File: src/rtl/scan_reg_file_unit.sv
// scan_reg_file_unit: SIZE x WIDTH register file, one sync write port, two comb read ports.
// Ports:
//   clk            rising-edge clock
//   rst            synchronous active-low reset, clears every register
//   write          write enable; wrAddr/wrData select target and value
//   rdAddrA/B      read indices; rdDataA/B are combinational reads
//   scanEn/scanIn/scanOut  serial scan chain, present only when SCAN_CHAIN_EN is defined
// Vectors are [0:N-1], bit 0 is the MSB.
module scan_reg_file_unit #(
    parameter int WIDTH = 32,
    parameter int SIZE  = 8,
    localparam int AW   = $clog2(SIZE)
) (
    input  logic            clk,
    input  logic            rst,
`ifdef SCAN_CHAIN_EN
    input  logic            scanEn,
    input  logic            scanIn,
    output logic            scanOut,
`endif
    input  logic            write,
    input  logic [0:AW-1]   wrAddr,
    input  logic [0:WIDTH-1] wrData,
    input  logic [0:AW-1]   rdAddrA,
    input  logic [0:AW-1]   rdAddrB,
    output logic [0:WIDTH-1] rdDataA,
    output logic [0:WIDTH-1] rdDataB
);
    logic [0:SIZE-1][0:WIDTH-1] regs;
    always_ff @(posedge clk)
        if (!rst)
            regs <= '0;
`ifdef SCAN_CHAIN_EN
        // regs[0][0] is the MSB of the flattened array: scanIn lands there, regs[SIZE-1][WIDTH-1] falls off
        else if (scanEn)
            regs <= (SIZE*WIDTH)'({scanIn, regs} >> 1);
`endif
        else if (write)
            regs[wrAddr] <= wrData;
`ifdef SCAN_CHAIN_EN
    assign scanOut = regs[SIZE-1][WIDTH-1];
`endif
    assign rdDataA = regs[rdAddrA];
    assign rdDataB = regs[rdAddrB];
endmodule

File: config.mk
export PLATFORM = sky130hd
export DESIGN_NAME = scan_reg_file_unit
export DESIGN_NICKNAME = d
export VERILOG_FILES = /design/src/rtl/scan_reg_file_unit.sv
export SDC_FILE = /design/constraint.sdc
export NUM_CORES = 1
export LEC_CHECK = 0
export CAP_MARGIN = 40
export CELL_PAD_IN_SITES_DETAIL_PLACEMENT = 1
export CELL_PAD_IN_SITES_GLOBAL_PLACEMENT = 1
export CORE_ASPECT_RATIO = 1.5
export CORE_MARGIN = 4
export CORE_UTILIZATION = 50
export CTS_CLUSTER_SIZE = 20
export DETAILED_ROUTE_END_ITERATION = 6
export GPL_TIMING_DRIVEN = 0
export PLACE_DENSITY_LB_ADDON = 0.08
export SLEW_MARGIN = 20
export SYNTH_ARGS = -nofsm -noshare
export SYNTH_HDL_FRONTEND = slang
export SYNTH_SLANG_ARGS = --single-unit
export TNS_END_PERCENT = 10
File: constraint.sdc
create_clock -name clk -period 2 [get_ports clk]
set_input_delay 0.2 -clock clk [delete_from_list [all_inputs] [get_ports clk]]
set_output_delay 0.2 -clock clk [all_outputs]
set_load 0.01 [all_outputs]
==> results of run 1 <==
==> power groups by stage <==
stage / sequential [mW] / combinational, mW / clock, mW
floorplan: 5.37 / 0.815 / 0
finish: 5.30 / 1.38 / 5.02
global route: 5.30 / 1.45 / 5.29
detailed placement: 5.40 / 1.28 / 0
global placement: 5.39 / 1.25 / 0
CTS: 5.29 / 1.34 / 5.07
==> layout make-up <==
type	count	area (um^2)	area share, %
buffer	159	852	5.27
multi-input combinational	976	7810	48.3
clock inverter	5	33.8	0.209
tap	342	428	2.65
sequential	256	5210	32.2
clock buffer	44	840	5.19
timing repair buffer	105	990	6.12
==> cell usage after synthesis, drive strengths merged <==
| cell | number |
|---|---|
| nand4 | 1 |
| nand4b | 3 |
| nor4b | 1 |
| or4b | 1 |
| mux2 | 64 |
| and4b | 3 |
| buf | 103 |
| nand4bb | 3 |
| a21boi | 256 |
| dfxtp | 256 |
| nand2 | 512 |
| and4 | 1 |
| clkbuf | 56 |
| and4bb | 3 |
| mux4 | 128 |
==> cells in the final DEF, fill, tap and decap left out, types with 9 or more instances in the layout <==
cell | synthesis | final
nand2_1 | 512 | 512
a21boi_1 | 240 | 240
dfxtp_1 | 256 | 186
mux4_2 | 70 | 117
buf_2 | 81 | 93
dfxtp_2 | 0 | 70
clkbuf_1 | 56 | 61
buf_6 | 16 | 59
mux2_4 | 10 | 38
dlygate4sd3_1 | 0 | 32
clkbuf_16 | 0 | 27
mux2_2 | 54 | 26
a21boi_0 | 16 | 16
mux4_1 | 58 | 11
clkbuf_8 | 0 | 10
buf_4 | 1 | 9
==> kinds of logic (layout without fill, tap and decap cells) <==
group,after synthesis,in the layout
multiplexers,192,192
flip-flops,256,256
AND/OR/NAND/NOR,528,528
buffers and inverters,159,313
AO/OA/AOI/OAI,256,256
==> routing by layer <==
metal | vias to the layer above | GRT usage (%)
met5 | - | 0
met4 | 2 | 20.1
met3 | 158 | 4.75
met2 | 457 | 58.6
met1 | 6060 | 39.1
li1 | 5092 | -
==> repair_timing <==
| item | in CTS | in global routing |
|---|---|---|
| gates resized for setup | 371 | 87 |
| endpoints found under the setup margin | 64 | 58 |
| buffers inserted | 0 | 1 |
| hold buffers | 32 | 0 |
| endpoints found under the hold margin | 245 | 0 |
==> worst max-delay path, cell delays in order (launching register included) <==
cell,delay (ns)
dfxtp_2,0.33
mux4_2,0.53
mux2_4,0.31
buf_6,0.12
==> final timing paths <==
| check | slack [ns] | startpoint | endpoint | cells after the start |
|---|---|---|---|---|
| hold reg to reg | 0.46 | regs[140] | regs[140] | 2 |
| hold / removal | 0.08 | rst | regs[31] | 2 |
| setup / recovery | -0.04 | regs[93] | rdDataB[2] | 3 |
| setup reg to reg | 1.28 | regs[46] | regs[46] | 2 |
==> per-stage QoR <==
step           setup slack [ns]  total power, mW  area [um^2]  hold WS (ns)
2_1_floorplan             0.478             6.18        13800         0.438
5_1_grt                 -0.0723             12.0        16200        0.0875
4_1_cts                 -0.0633             11.7        15900        0.0621
3_5_place_dp             -0.400             6.68        15000         0.457
6_report                -0.0422             11.7        16200        0.0850
3_3_place_gp             -0.425             6.64        14900         0.445
==> flow_metrics.py, run 1 <==
metrics = {
    "floorplan": {
        "core_mm2": 0.0272,
        "die_area_mm2": 0.0304,
        "std_cell_rows": 74,
        "boundaryPins": 108,
        "die_x_um": 144,
        "die_h_um": 212,
        "start_util_pct": 50.8,
    },
    "finish": {
        "fillers": 3048,
        "largest_registers": "regs x256",
        "postLayoutCoreUtil_pct": 59.4,
        "nets": 1569,
        "stdcell_count": 1887,
        "diodes": 0,
        "largest_reg_flops": 256,
        "regMostFlops": "regs",
        "syn_to_final_growth_pct": 16.9,
        "drive_gt1_share_pct": 30.2,
    },
    "placement": {
        "place_hpwl_um": 34700,
        "io_buffers": 68,
        "placedCellCount": 1804,
        "gp_congestion": 0.880,
    },
    "clock_tree": {
        "clockBufferDepth": 3,
        "cts_buffers": 27,
        "root_buffer": "clkbuf_16",
        "htree_levels": 1,
        "clock_latency_ns": 0.55,
        "clkSinkCount": 256,
        "clkTransAtPathRegs_ns": 0.06,
        "cts_tree": "yes",
    },
    "critical_path": {
        "crit_required_ns": 1.80,
        "worstSetupStartpointType": "flop",
        "crit_arrival_ns": 1.84,
        "critPathKind": "flop to output pin",
        "crit_fanout": 3,
        "cp-end-kind": "output pin",
    },
    "synth": {
        "synth_simple_gate_area_share_pct": 15.2,
        "ys_types": 21,
        "synth_fa_ha_area_share_pct": 0,
        "synth_nets": 1435,
        "synth_top_family_by_area": "multiplexers",
        "synth_compound_area_share_pct": 13.9,
        "yosys_warnings": 0,
        "synth_top_cell_area_share_pct": 37.1,
        "muxShareOfSynthArea_pct": 27.9,
        "ys_seq_area_share_pct": 37.1,
        "ys_seq_elements": 256,
        "postSynthCellCount": 1391,
        "synthXorXnorAreaFrac_pct": 0,
        "synth_area_leaders": "dfxtp_1, nand2_1, a21boi_1, mux4_2, mux4_1",
        "synth_largest_area_cell": "dfxtp_1",
        "synth.avg_cell_area_um2": 9.94,
        "netlist_area_mm2": 0.0138,
    },
    "drt": {
        "wirelength_um": 51000,
        "via_per_inst": 6.24,
        "dr.first_iter.drc_count": 712,
        "wl_met2_um": 26100,
        "dr.pass1.iters": 5,
        "drc_errors": 0,
        "wl_met1_um": 18800,
        "routedWlPerCell_um": 27.0,
        "highest_layer": "met5",
        "detail-route-antenna-nets": 0,
        "wl_met3_um": 2800,
        "routed-via-count": 11769,
    },
    "sta": {
        "period_minus_slack_ns": 2.04,
        "max_freq_mhz": 490,
        "rsz0062_at_grt": "yes",
        "clock_skew_ns": 0,
        "finalSetupViolations": 9,
        "tightestPinTransition_ns": 0.929,
        "relSlewSlack_pct": 38.1,
        "tns_ns": -0.146,
        "finalMaxSlewViolations": 0,
        "finalWorstSetupSlack_ns": -0.0422,
        "period_share_pct": 102,
        "final_hold_viol_count": 0,
    },
    "pwr": {
        "peakVddDrop_v": 0.000643,
        "seq_power_share_pct": 45.3,
        "p_leak_nw": 5.97,
        "p_switching_mw": 3.03,
        "comb_power_share_pct": 11.8,
        "p_sw_share_pct": 25.9,
        "intPower_mw": 8.67,
        "p_per_area_mw_per_mm2": 723,
        "clkPwrFrac_pct": 42.9,
    },
    "global_route": {
        "grt_first_pass_wirelength_um": 76500,
        "grt.total_usage_pct": 33.7,
        "antenna_found_initial": 1,
        "grt_max_degree": 14,
        "grt.overflow.total": 0,
        "grt_pass1_vias": 12569,
    },
    "run": {
        "drv_cap": 0,
    },
    "worst_hold_path": {
        "hold_class": "input pin to flop",
    },
    "outcome": {
        "violations": "setup timing",
        "status": "finished, violations left",
    },
}
Note: power is estimated with default switching activity, not from simulation.
==> inputs of run 2 (changes only) <==
Settings changed: SETUP_SLACK_MARGIN set to 0.05.
==> run 2 against run 1 <==
The run still ends with setup timing left; first-iteration DRC count shrank 13%; critical endpoint unchanged; hold slack about the same; routed wire length up 0.82%; maximum frequency about the same.
==> flow_metrics.py, run 2 (synthesis gave the netlist of run 1 again) <==
metrics = {
    "global_route": {
        "grt.total_usage_pct": 33.9,
        "grt_max_degree": 14,
        "grt_pass1_vias": 12596,
        "antenna_found_initial": 1,
        "grt_first_pass_wirelength_um": 76900,
        "grt.overflow.total": 0,
    },
    "critical_path": {
        "crit_chain": "mux4_2 > mux2_4 > buf_6",
        "critPathKind": "flop to output pin",
        "crit_arrival_ns": 1.84,
        "worstSetupStartpointType": "flop",
        "slowest_delay_ns": 0.52,
        "cp-end-kind": "output pin",
        "crit_required_ns": 1.80,
        "crit_fanout": 3,
        "cpMaxStageDelayCell": "mux4_2",
    },
    "pwr": {
        "peakVddDrop_v": 0.000646,
        "comb_power_share_pct": 11.9,
        "intPower_mw": 8.68,
        "p_per_area_mw_per_mm2": 720,
        "p_leak_nw": 6.01,
        "p_switching_mw": 3.05,
        "p_sw_share_pct": 26.0,
        "seq_power_share_pct": 45.2,
        "clkPwrFrac_pct": 42.9,
        "power_mw": 11.7,
    },
    "finish": {
        "final_cell_mix": "nand2_1, a21boi_1, dfxtp_1",
        "regMostFlops": "regs",
        "final_common_cell": "nand2_1",
        "nets": 1569,
        "syn_to_final_growth_pct": 17.9,
        "fillers": 3022,
        "largest_reg_flops": 256,
        "drive_gt1_share_pct": 31.3,
        "largest_registers": "regs x256",
        "stdcell_count": 1888,
    },
    "sta": {
        "clock_skew_ns": 0,
        "relSlewSlack_pct": 39.7,
        "tightestPinTransition_ns": 0.905,
        "finalSetupViolations": 6,
        "final_hold_viol_count": 0,
        "finalWorstSetupSlack_ns": -0.0419,
        "finalMaxSlewViolations": 0,
        "period_share_pct": 102,
        "rsz0062_at_grt": "yes",
        "period_minus_slack_ns": 2.04,
        "max_freq_mhz": 490,
    },
    "clock_tree": {
        "root_buffer": "clkbuf_16",
        "cts_buffers": 27,
        "clkTransAtPathRegs_ns": 0.06,
        "htree_levels": 1,
        "clock_latency_ns": 0.55,
        "clockBufferDepth": 3,
        "clkSinkCount": 256,
        "cts_tree": "yes",
    },
    "outcome": {
        "violations": "setup timing",
        "status": "finished, violations left",
    },
    "drt": {
        "routed-via-count": 11879,
        "routedWlPerCell_um": 27.2,
        "via_per_inst": 6.29,
        "drc_errors": 0,
        "dr.pass1.iters": 5,
        "dr.first_iter.drc_count": 617,
        "wirelength_um": 51400,
        "detail-route-antenna-nets": 0,
    },
    "placement": {
        "place_hpwl_um": 34700,
        "placedCellCount": 1804,
        "gp_congestion": 0.880,
        "io_buffers": 68,
    },
    "run": {
        "drv_cap": 0,
    },
    "floorplan": {
        "core_mm2": 0.0272,
        "die_area_mm2": 0.0304,
        "die_h_um": 212,
        "boundaryPins": 108,
        "die_x_um": 144,
        "std_cell_rows": 74,
        "start_util_pct": 50.8,
    },
    "worst_hold_path": {
        "hold_class": "input pin to flop",
    },
}
==> run 2: cell count changes in the layout (fill, tap and decap cells not counted), moves of 2 or more <==
cell,delta
buf_6,+14
dfxtp_1,-13
dfxtp_2,+13
buf_2,-12
mux2_2,-9
mux2_4,+9
clkbuf_1,-2
clkbuf_2,+2
==> run 2: cell type report <==
| cell class | count | area [um^2] | area share [%] |
|---|---|---|---|
| multi-input cells | 976 | 7840 | 48.1 |
| flip-flops and latches | 256 | 5230 | 32.1 |
| diodes | 1 | 2.50 | 0.0154 |
| repair buffers | 105 | 1070 | 6.59 |
| well taps | 342 | 428 | 2.63 |
| clock buffers | 44 | 840 | 5.15 |
| clock inverters | 5 | 33.8 | 0.207 |
| plain buffers | 159 | 856 | 5.25 |
==> run 2: stage by stage <==
stage / util (%) / hold slack, ns / cell area (um^2) / setup slack [ns] / TNS, ns
3_5_place_dp: 55.0 / 0.457 / 15000 / -0.400 / -70.58
2_1_floorplan: - / 0.438 / 13800 / 0.478 / 0
5_1_grt: 59.9 / 0.0875 / 16300 / -0.0686 / -0.956
6_report: 59.9 / 0.0847 / 16300 / -0.0419 / -0.127
3_3_place_gp: 54.9 / 0.445 / 14900 / -0.425 / -55.79
4_1_cts: 59.5 / 0.0621 / 16200 / -0.0633 / -0.289
==> run 2: path summary, 6_finish.rpt <==
check / startpoint / slack, ns / end / cells after the start
worst min-delay path: rst / 0.08 / regs[31] / 2
worst max register to register: regs[94] / 1.29 / regs[94] / 3
worst max-delay path: regs[93] / -0.04 / rdDataB[2] / 3
worst min register to register: regs[142] / 0.46 / regs[142] / 2
==> run 2: what timing repair did <==
| item | 4_1_cts | 5_1_grt |
|---|---|---|
| endpoints found under the setup margin | 64 | 72 |
| buffers inserted | 0 | 1 |
| hold buffers | 32 | 0 |
| hold endpoints to repair | 247 | 0 |
| cloned | 0 | 0 |
| pin swaps | 0 | 0 |
| gates resized for setup | 451 | 51 |
==> run 2: layer usage <==
metal  GRT usage (%)  vias to the layer above  wire (um)
met5               0                        -          0
met1            39.1                     6074      18600
met3            4.90                      175       3170
met2            58.8                      526      26200
li1                -                     5104          -
met4            20.4                        0       3380
==> run 2: power by group through the flow <==
stage / sequential [mW] / clock, mW / combinational, mW
after global placement: 5.39 / 0 / 1.25
after global routing: 5.31 / 5.28 / 1.47
final: 5.30 / 5.04 / 1.40
after floorplan: 5.37 / 0 / 0.815
after CTS: 5.29 / 5.07 / 1.38
after detailed placement: 5.40 / 0 / 1.28
==> run 2: critical path: cells and delay by family, from the launching register on <==
kind                   cells  cell delay (ns)
flip-flops                 1             0.33
buffers and inverters      1             0.12
multiplexers               2             0.83
